File: config.mk
export PLATFORM = sky130hd
export DESIGN_NAME = hazard_ctrl
export DESIGN_NICKNAME = d
export VERILOG_FILES = /design/src/rtl/hazard_pkg.sv /design/src/rtl/hazard_ctrl_exc_redirect_fsm.sv /design/src/rtl/hazard_ctrl.sv
export SDC_FILE = /design/constraint.sdc
export NUM_CORES = 1
export LEC_CHECK = 0
export CORE_MARGIN = 3
export CORE_UTILIZATION = 53
export DETAILED_ROUTE_END_ITERATION = 8
export DONT_BUFFER_PORTS = 1
export PLACE_DENSITY = 0.68
export SYNTH_ARGS = -nofsm -noshare
export SYNTH_HDL_FRONTEND = slang
export SYNTH_SLANG_ARGS = --single-unit
File: constraint.sdc
create_clock -name clk -period 2.65 [get_ports clk]
set_input_delay 0.53 -clock clk [delete_from_list [all_inputs] [get_ports clk]]
set_output_delay 0.53 -clock clk [all_outputs]
set_load 0.005 [all_outputs]
File: src/rtl/hazard_pkg.sv
// hazard_pkg: shared constants, FSM encodings and exception helpers for hazard_ctrl
package hazard_pkg;
  localparam int RA_W_DEF = 5;
  localparam logic [31:0] EXC_VEC = 32'hBFC00380;
  localparam logic [31:0] ERET_CODE = 32'h0000000E;
  typedef enum logic {MC_IDLE, MC_BUSY} mc_state_e;
  typedef enum logic {EX_IDLE, EX_PEND} ex_state_e;
  localparam logic [1:0] FWD_RF = 2'b00;
  localparam logic [1:0] FWD_E = 2'b01;
  localparam logic [1:0] FWD_M = 2'b10;
  localparam logic [1:0] FWD_W = 2'b11;
  localparam logic [1:0] FWD_EW = 2'b01;
  function automatic logic exc_takes(input logic [31:0] c);
    return c == ERET_CODE || c inside {32'h1, 32'h4, 32'h5, 32'h8, 32'h9, 32'hA, 32'hC};
  endfunction
  function automatic logic [31:0] exc_target(input logic [31:0] c, input logic [31:0] epc);
    return c == ERET_CODE ? epc : EXC_VEC;
  endfunction
  function automatic logic [31:0] sat_inc(input logic [31:0] c, input logic en);
    return c + 32'(en && c != '1);
  endfunction
endpackage

File: src/rtl/hazard_ctrl_exc_redirect_fsm.sv
// exc_redirect_fsm: holds an exception redirect across cache stalls and fires it once
module exc_redirect_fsm
  import hazard_pkg::*;
(
  input  logic        clk,
  input  logic        resetn,
  input  logic        cs,
  input  logic [31:0] excepttype_m,
  input  logic [31:0] epc_m,
  output logic        redirect,
  output logic [31:0] redirect_pc
);
  ex_state_e state;
  logic [31:0] target;
  logic take;
  assign take = exc_takes(excepttype_m);
  assign redirect = resetn & ~cs & (state == EX_PEND | take);
  assign redirect_pc = state == EX_PEND ? target : exc_target(excepttype_m, epc_m);
  // PEND waits out the cache stall; new exceptions are ignored while pending
  always_ff @(posedge clk or negedge resetn)
    if (!resetn) begin
      state <= EX_IDLE;
      target <= '0;
    end else if (state == EX_PEND) begin
      if (!cs) state <= EX_IDLE;
    end else if (take && cs) begin
      state <= EX_PEND;
      target <= exc_target(excepttype_m, epc_m);
    end
endmodule

File: src/rtl/hazard_ctrl.sv
// hazard_ctrl: forwarding, stall/flush and redirect control for the 5-stage core (optional HAZARD_PERF_EN counters)
module hazard_ctrl
  import hazard_pkg::*;
#(
  parameter int RA_W = RA_W_DEF,
  parameter int NRP = 2
) (
  input  logic              clk,
  input  logic              resetn,
  input  logic [NRP*RA_W-1:0] src_d,
  input  logic [NRP*RA_W-1:0] src_e,
  input  logic              branch_d,
  input  logic              load_d,
  input  logic [RA_W-1:0]   wreg_e,
  input  logic [RA_W-1:0]   wreg_m,
  input  logic [RA_W-1:0]   wreg_w,
  input  logic              regwrite_e,
  input  logic              regwrite_m,
  input  logic              regwrite_w,
  input  logic              load_e,
  input  logic              load_m,
  input  logic              mc_start_e,
  input  logic              mc_done,
  input  logic              i_stall,
  input  logic              d_stall,
  input  logic [31:0]       excepttype_m,
  input  logic [31:0]       epc_m,
  output logic [NRP*2-1:0]  fwd_d,
  output logic [NRP*2-1:0]  fwd_e,
  output logic              stall_f,
  output logic              stall_d,
  output logic              stall_e,
  output logic              stall_m,
  output logic              stall_w,
  output logic              flush_f,
  output logic              flush_d,
  output logic              flush_e,
  output logic              flush_m,
  output logic              flush_w,
  output logic              redirect,
  output logic [31:0]       redirect_pc
`ifdef HAZARD_PERF_EN
  ,
  output logic [31:0]       perf_cs_cyc,
  output logic [31:0]       perf_lu_cyc,
  output logic [31:0]       perf_mc_cyc,
  output logic [31:0]       perf_redirects
`endif
);
  logic [NRP-1:0] hit_e, hit_m;
  logic cs, lu, br, mc, unused_load_d;
  mc_state_e mc_state;
  assign unused_load_d = load_d;
  for (genvar i = 0; i < NRP; i++) begin : g_port
    logic [RA_W-1:0] sd, se;
    logic de, dm, dw, em, ew;
    assign sd = src_d[i*RA_W +: RA_W];
    assign se = src_e[i*RA_W +: RA_W];
    assign de = (|sd) & (sd == wreg_e);
    assign dm = (|sd) & (sd == wreg_m);
    assign dw = (|sd) & (sd == wreg_w);
    assign em = (|se) & (se == wreg_m);
    assign ew = (|se) & (se == wreg_w);
    assign fwd_d[2*i +: 2] = de & regwrite_e ? FWD_E : dm & regwrite_m ? FWD_M : dw & regwrite_w ? FWD_W : FWD_RF;
    assign fwd_e[2*i +: 2] = em & regwrite_m ? FWD_M : ew & regwrite_w ? FWD_EW : FWD_RF;
    assign hit_e[i] = de;
    assign hit_m[i] = dm;
  end
  assign cs = i_stall | d_stall;
  assign lu = load_e & regwrite_e & |hit_e;
  assign br = branch_d & ((regwrite_e & |hit_e) | (load_m & |hit_m));
  assign mc = (mc_state == MC_BUSY | mc_start_e) & ~mc_done;
  assign stall_m = cs & ~redirect;
  assign stall_w = stall_m;
  assign stall_e = (cs | mc) & ~redirect;
  assign stall_d = (cs | mc | lu | br) & ~redirect;
  assign stall_f = stall_d;
  assign flush_f = redirect;
  assign flush_d = redirect;
  assign flush_e = redirect | (lu & ~cs & ~mc);
  assign flush_m = redirect;
  assign flush_w = redirect;
  // multi-cycle unit is busy while an op is outstanding; a redirect abandons it
  always_ff @(posedge clk or negedge resetn)
    if (!resetn) mc_state <= MC_IDLE;
    else mc_state <= mc & ~redirect ? MC_BUSY : MC_IDLE;
  exc_redirect_fsm u_exc (
    .clk(clk),
    .resetn(resetn),
    .cs(cs),
    .excepttype_m(excepttype_m),
    .epc_m(epc_m),
    .redirect(redirect),
    .redirect_pc(redirect_pc)
  );
`ifdef HAZARD_PERF_EN
  // saturating event counters
  always_ff @(posedge clk or negedge resetn)
    if (!resetn) begin
      perf_cs_cyc <= '0;
      perf_lu_cyc <= '0;
      perf_mc_cyc <= '0;
      perf_redirects <= '0;
    end else begin
      perf_cs_cyc <= sat_inc(perf_cs_cyc, cs);
      perf_lu_cyc <= sat_inc(perf_lu_cyc, lu);
      perf_mc_cyc <= sat_inc(perf_mc_cyc, mc);
      perf_redirects <= sat_inc(perf_redirects, redirect);
    end
`endif
endmodule

==> impl.org, run 1 <==
** Status
- Result of the run :: completed

** Layout
- Measured on the finished design, the core utilization comes to 57.0%.
- Leaving out fill and tap cells, the most frequent cell in the layout is sky130_fd_sc_hd__nand2_1.
- In the layout the commonest cells are sky130_fd_sc_hd__nand2_1 (65), sky130_fd_sc_hd__o21ai_1 (40), sky130_fd_sc_hd__xnor2_1 (34).
- After filler insertion, the fill cell instance count of the layout stands at 457.
- Ratio of cells with drive above 1 in the final layout :: 7.88%
- Final nets :: 441
- Number of inserted diodes :: 0
- Compared with the post-synthesis result, the final layout area differs by 2.83%.

** Global route
- First-pass GRT wire length :: 11.1 mm
- Total global-route track usage :: 23.2%
- Total grt overflow :: 0
- Antenna violations before repair :: 0
- Entering global routing, the biggest net connects 65 pins.
- The number of global-route vias before repair was 2334.

** Setup path
- STA classifies the critical path endpoint as a primary output.
- Required time of the worst setup path :: 2.12 ns
- Kind of start point of the critical path :: primary input
- Maximum fanout along the worst path :: 20
- On the critical path, the stage with the largest delay is an instance of sky130_fd_sc_hd__and3_4.
- Grouping stages by cell kind, the critical path spends the most delay in simple AND/OR/NAND/NOR gates.
- STA puts the critical path data arrival time at 1.82 ns.
- Cell chain of the critical path :: nor4_1 > and3_1 > and3_4 > nand2_1 > o21ai_1
- Together, buffers and inverters on the worst path number 0.
- On the worst path, the slowest cell contributes a delay of 0.38 ns.
- Type of the worst setup path :: in2out

** Placed design
- Number of buffers inserted by port buffering :: 0
- At the end of routability-driven placement, the weighted congestion stood at 0.963.
- Detailed Place HPWL :: 5.24 mm

** Synthesis
- Unique masters post-synth :: 37
- After synthesis the cells add up to 2660 sq um.
- A synthesized cell averages 7.70 sq um.
- Sequential fraction of the synthesis area :: 32.0%
- In this run, synthesis inferred 0 flip-flops with an integrated enable.
- Async SR Flop Fraction :: 100%
- Summed over its instances, the top area cell type makes up 32.0% of the synthesized netlist area.
- The biggest area contributor in the post-synthesis netlist is sky130_fd_sc_hd__dfrtp_1.
- Synthesized instance count :: 345
- During synthesis, Yosys emitted a total of 0 warnings.
- Syn nets :: 457
- Post-synth top flop :: sky130_fd_sc_hd__dfrtp_1
- In the post-synthesis netlist, the biggest area contributors are sky130_fd_sc_hd__dfrtp_1 (32%), sky130_fd_sc_hd__xnor2_1 (11%), sky130_fd_sc_hd__nand2_1 (9.2%).
- In this run, synthesis produced a sequential element count of 34.

** Clocking
- Clock tree from TritonCTS :: built
- Clock edge transition at the registers on the reported setup and hold paths :: 0.07 ns
- CTS H-Tree Depth :: 2
- Clock buffer depth :: 2
- Num Clock Sinks :: 34
- At the later pin of the worst-skew pair, clock insertion delay measures 0.29 ns.
- Clock buffers created by TritonCTS :: 5
- Root cell of the clock tree :: sky130_fd_sc_hd__clkbuf_8

** Floorplanning
- The region available for standard cell placement spans 4790 sq um.
- Measured along the y axis, the die boundary spans 76.8 um.
- Starting density of the core :: 55.5%
- The die covers 5890 sq um.
- Placement row count :: 25
- In this run the count of I/O pins placed on the die edge is 163.
- Die boundary width :: 76.8 um

** Timing
- Slew of the pin with the lowest slew margin :: 0.601 ns
- Max-slew headroom at the worst pin :: 59.9%
- The number of hold-slack violations in the final timing report is 0.
- Final worst path period share :: 88.9%
- Setup violations remaining at the end of the flow were counted as 0.
- Timing would allow up to 0.425 GHz.
- Sum of negative setup slack :: 0 ns
- Setup repair after global routing left no endpoint under its margin.
- The count of final max-slew check failures was 0.
- Minimum clock period after layout :: 2.35 ns
- The clock arrives with 0.00513 ns of skew.

** Drt
- Routed length per placed instance :: 17.2 um
- Number of iterations in the first detailed-routing pass :: 4
- Via-to-Cell Ratio :: 5.75
- Detailed routing inserted a total of 2283 vias.
- In the routed design, unresolved DRC markers number 0.
- Iteration-0 DRC Markers :: 106
- Antenna Nets Post-Route :: 0
- Drt total wl :: 6.83 mm

** Pwr
- Net switching fraction of the power :: 22.9%
- Of the total power, registers draw 50.5%.
- In this run the power spent charging and discharging nets is 236 uW.
- Total power :: 1030 uW
- Clock share of power :: 38.3%
- Power spread over the standard cell area amounts to 377 nW/um^2.
- Relative contribution of combinational cells to total power :: 11.1%
- Largest vdd supply drop :: 0.285 mV
- The internal power of the cells totals 793 uW.
- Leakage :: 0.00102 uW

** Job
- Max capacitance violation total :: 0

** Hold path
- The path class of the tightest hold or removal check is in2async.
## cell type report
type / count / area (sq um) / area share (%)
multi-input cells: 271 / 1610 / 58.9
flip-flops and latches: 34 / 852 / 31.2
well taps: 67 / 83.8 / 3.07
clock buffers: 6 / 82.6 / 3.02
inverters: 13 / 48.8 / 1.79
repair buffers: 4 / 42.5 / 1.56
clock inverters: 2 / 12.5 / 0.458
## per-layer routing
metal	vias up	global-route usage [%]	wire [um]
met2	110	41.2	3390
met1	1005	26.7	2750
met5	-	0	0
met3	16	5.99	517
met4	0	8.33	173
li1	1152	-	-
## synthesized netlist by cell type (all sizes together) (2+ instances only)
master / count
and3: 3
xnor2: 34
nor3: 25
nand3: 3
o21ai: 40
clkbuf: 11
or4: 4
nor2: 12
nand2: 65
a21o: 3
nand4: 9
and2: 4
xor2: 16
inv: 13
a21oi: 27
a211oi: 2
dfrtp: 34
nor4: 17
buf: 16
## kinds of logic (layout without fill, tap and decap cells)
kind of cell,count (synthesis),count (layout),synth area share [%]
compound gates,76,76,15.6
xor+xnor,50,50,16.5
buf+inv,40,25,7.40
flops,34,34,32.0
simple gates,145,145,28.5
## final timing paths
| check | startpoint | endpoint | slack, ns | depth (start not counted) |
|---|---|---|---|---|
| max in group asynchronous | resetn | u_exc.state | 2.39 | 1 |
| min reg2reg | u_exc.target[11] | u_exc.target[11] | 0.49 | 2 |
| max | excepttype_m[27] | redirect_pc[12] | 0.30 | 5 |
| max reg2reg | u_exc.state | u_exc.target[0] | 0.84 | 5 |
| min | resetn | u_exc.target[16] | 0.07 | 1 |
| min in group clk | mc_done | mc_state | 0.30 | 1 |
## state kept, by name, indices dropped and copies added, names as in the netlist
| register | cells |
|---|---|
| u_exc.state | 1 |
| mc_state | 1 |
| u_exc.target | 32 |
## what timing repair did
action / 4_1_cts / 5_1_grt
buffers inserted: 0 / 0
hold buffers: 1 / 0
gates resized for setup: 0 / 0
endpoints found under the hold margin: 34 / 0
## per-stage QoR
stage / cell area, sq um / worst slack, ns / hold WS, ns / instances
final: 2730 / 0.295 / 0.0715 / 397
after global routing: 2730 / 0.160 / 0.0658 / 397
after CTS: 2730 / 0.266 / 0.0629 / 397
after detailed placement: 2620 / 0.270 / 0.235 / 388
after global placement: 2620 / 0.271 / 0.235 / 388
after floorplan: 2660 / 0.386 / 0.234 / 345
## power groups by stage
stage	logic, uW	registers, uW	clock network, uW
finish	114	520	394
CTS	116	520	411
global placement	99.7	530	0
floorplan	100	530	0
global route	128	520	429
detailed placement	102	530	0
Power figures use the tool's default switching activity.
==> run 2, diff against run 1 <==
--- a/config.mk
+++ b/config.mk
@@ -7,9 +7,11 @@
 export LEC_CHECK = 0
 export CORE_MARGIN = 3
 export CORE_UTILIZATION = 53
+export CTS_BUF_LIST = sky130_fd_sc_hd__clkbuf_2 sky130_fd_sc_hd__clkbuf_4 sky130_fd_sc_hd__clkbuf_8
+export CTS_CLUSTER_SIZE = 24
 export DETAILED_ROUTE_END_ITERATION = 8
 export DONT_BUFFER_PORTS = 1
-export PLACE_DENSITY = 0.68
+export PLACE_DENSITY = 0.77
 export SYNTH_ARGS = -nofsm -noshare
 export SYNTH_HDL_FRONTEND = slang
 export SYNTH_SLANG_ARGS = --single-unit
==> impl.org, run 2 (same netlist as run 1, synthesis figures left out) <==
** Timing
- The number of hold-slack violations in the final timing report is 0.
- Max-slew headroom at the worst pin :: 64.7%
- Maximum operating frequency :: 0.411 GHz
- RSZ-0062 raised after global routing :: false
- Final Skew :: 0.00527 ns
- Once routing completed, OpenROAD measured the worst setup slack at 0.219 ns.
- Sum of negative setup slack :: 0 ns
- Slew of the pin with the lowest slew margin :: 0.525 ns
- Final worst path period share :: 91.7%
- The count of final max-slew check failures came to 0.
- Minimum clock period after layout :: 2.43 ns
- Final setup violation count :: 0

** Placed design
- Placement Setup Slack :: 0.204 ns
- Detailed Place HPWL :: 5.28 mm
- At the end of routability-driven placement, the weighted congestion stood at 0.848.
- Number of buffers inserted by port buffering :: 0

** Pwr
- VDD sags by at most 0.238 mV.
- Power density relative to cell area :: 405 nW/um^2
- Leakage :: 0.00103 uW

** Clocking
- CTS-repair resized insts :: 0
- Clock tree from TritonCTS :: built
- No sink is reached through more buffers than the 2 on the longest clock path.
- In this run, CTS created clock tree buffers numbering 5.
- CTS saw 34 sinks.
- Hold buffer count at cts :: 1
- Clock-pin slew was measured on the worst setup and hold paths at 0.07 ns.
- The H-tree generated during clock tree synthesis spans 2 levels.
- Source-to-sink clock delay at the later pin of the worst-skew pair :: 0.28 ns
- The tree is rooted in a sky130_fd_sc_hd__clkbuf_8.
- Buffers inserted by post-CTS timing repair :: 0

** Floorplanning
- In this run the vertical extent of the chip is 76.8 um.
- Number of top-level pins :: 163
- Floorplan core area :: 4790 sq um
- Placement row count :: 25
- Die area :: 5890 sq um
- Die boundary width :: 76.8 um
- The initial utilization of the core area, before any placement, comes to 55.5%.

** Layout
- Ratio of cells with drive above 1 in the final layout :: 8.16%
- Register with the most flip-flops :: u_exc.target
- In the final layout, the registers with the most flip-flops are u_exc.target: 32 flops, mc_state: 1 flops, u_exc.state: 1 flops.
- Leading cell types in the layout, fill and taps excluded :: sky130_fd_sc_hd__nand2_1 (65), sky130_fd_sc_hd__o21ai_1 (40), sky130_fd_sc_hd__xnor2_1 (34)
- Max FFs per register :: 32
- Leaving out fill and tap cells, the most frequent cell in the layout is sky130_fd_sc_hd__nand2_1.
- After filler insertion, the fill cell instance count of the layout stands at 444.
- The net count of the finished layout is 443.
- Compared with the post-synthesis result, the final layout area differs by 4.05%.
- Number of inserted diodes :: 0

** Drt
- Wires add up to 6.78 mm.
- Via-to-Cell Ratio :: 5.78
- The first routing iteration left 62 violations.
- Dividing the detail-routed wire length by the instance count gives 17.0 um.
- Antenna Nets Post-Route :: 0
- Residual DRC :: 0
- The first TritonRoute pass finished after 4 iterations.
- The detailed router placed 2302 vias in this run.

** Global route
- Total global-route track usage :: 23.3%
- The number of global-route vias before repair was 2308.
- First-pass GRT wire length :: 11.0 mm
- The number of antenna violations at the first check in global routing came to 0.
- Entering global routing, the biggest net connects 37 pins.
- Total grt overflow :: 0

** Setup path
- The signal on the critical path passes through nor4_1 > and4_2 > and3_4 > nand2_1 > o21ai_1.
- At the worst endpoint, the arrival time is 1.90 ns.
- Critical path capture point type :: primary output
- Type of the worst setup path :: in2out
- The largest single stage delay on the critical path is 0.35 ns.
- Kind of start point of the critical path :: primary input
- Max stage delay cell, worst path :: sky130_fd_sc_hd__and4_2
- Required time of the worst setup path :: 2.12 ns
- Along the worst path, the maximum fanout reaches 20.

** Job
- Max capacitance violation total :: 0

** Status
- Result of the run :: completed

** Hold path
- Kind of path behind the tightest hold check :: in2async
## run 2: cell count changes in the layout (fill, tap and decap cells not counted), sizes merged
cell,previous run,this run
buf,4,6
bufinv,0,1
clkinv,1,0
clkinvlp,1,0
## run 2: through the flow
stage	hold WS (ns)	utilization [%]	area, sq um	power [uW]	cells
floorplan	0.234	-	2660	630	345
global placement	0.235	55.0	2630	630	390
detailed placement	0.235	55.0	2630	633	390
CTS	0.0762	57.7	2760	1130	398
global route	0.0683	57.7	2760	1170	398
finish	0.0771	57.7	2760	1120	398
## run 2: worst max-delay path, delay by kind of cell
kind | cells | cell delay (ns)
compound gates | 1 | 0.22
simple gates | 4 | 1.14
## run 2: where the power goes
group	internal, uW	switching (uW)	total (uW)
clock network	301	181	482
registers	520	0.357	520
logic	64.4	51.6	116
## run 2: per-layer routing
layer  up-vias  part of all wire [%]  GRT usage [%]
met5         -                     0              0
met4         0                   2.5           7.07
met3        14                   7.6           6.92
met2       110                    49           39.4
met1      1017                    41           28.6
li1       1161                     -              -
## run 2: final cells by class
cell class | count | area [sq um] | area share (%)
well taps | 67 | 83.8 | 3.03
multi-input cells | 271 | 1610 | 58.2
repair buffers | 6 | 57.6 | 2.08
flip-flops and latches | 34 | 852 | 30.8
clock buffers | 6 | 82.6 | 2.99
inverters | 13 | 48.8 | 1.77
clock inverters | 1 | 30.0 | 1.09
## run 2: worst paths after layout
check | to | cells past startpoint | start | slack, ns
setup / recovery | redirect_pc[4] | 5 | excepttype_m[6] | 0.22
hold / removal | u_exc.target[25] | 1 | resetn | 0.08
setup reg to reg | u_exc.target[8] | 5 | u_exc.state | 1.04
hold reg to reg | u_exc.target[6] | 2 | u_exc.target[6] | 0.48
max in group asynchronous | u_exc.state | 1 | resetn | 2.38
min in group clk | mc_state | 1 | mc_done | 0.31
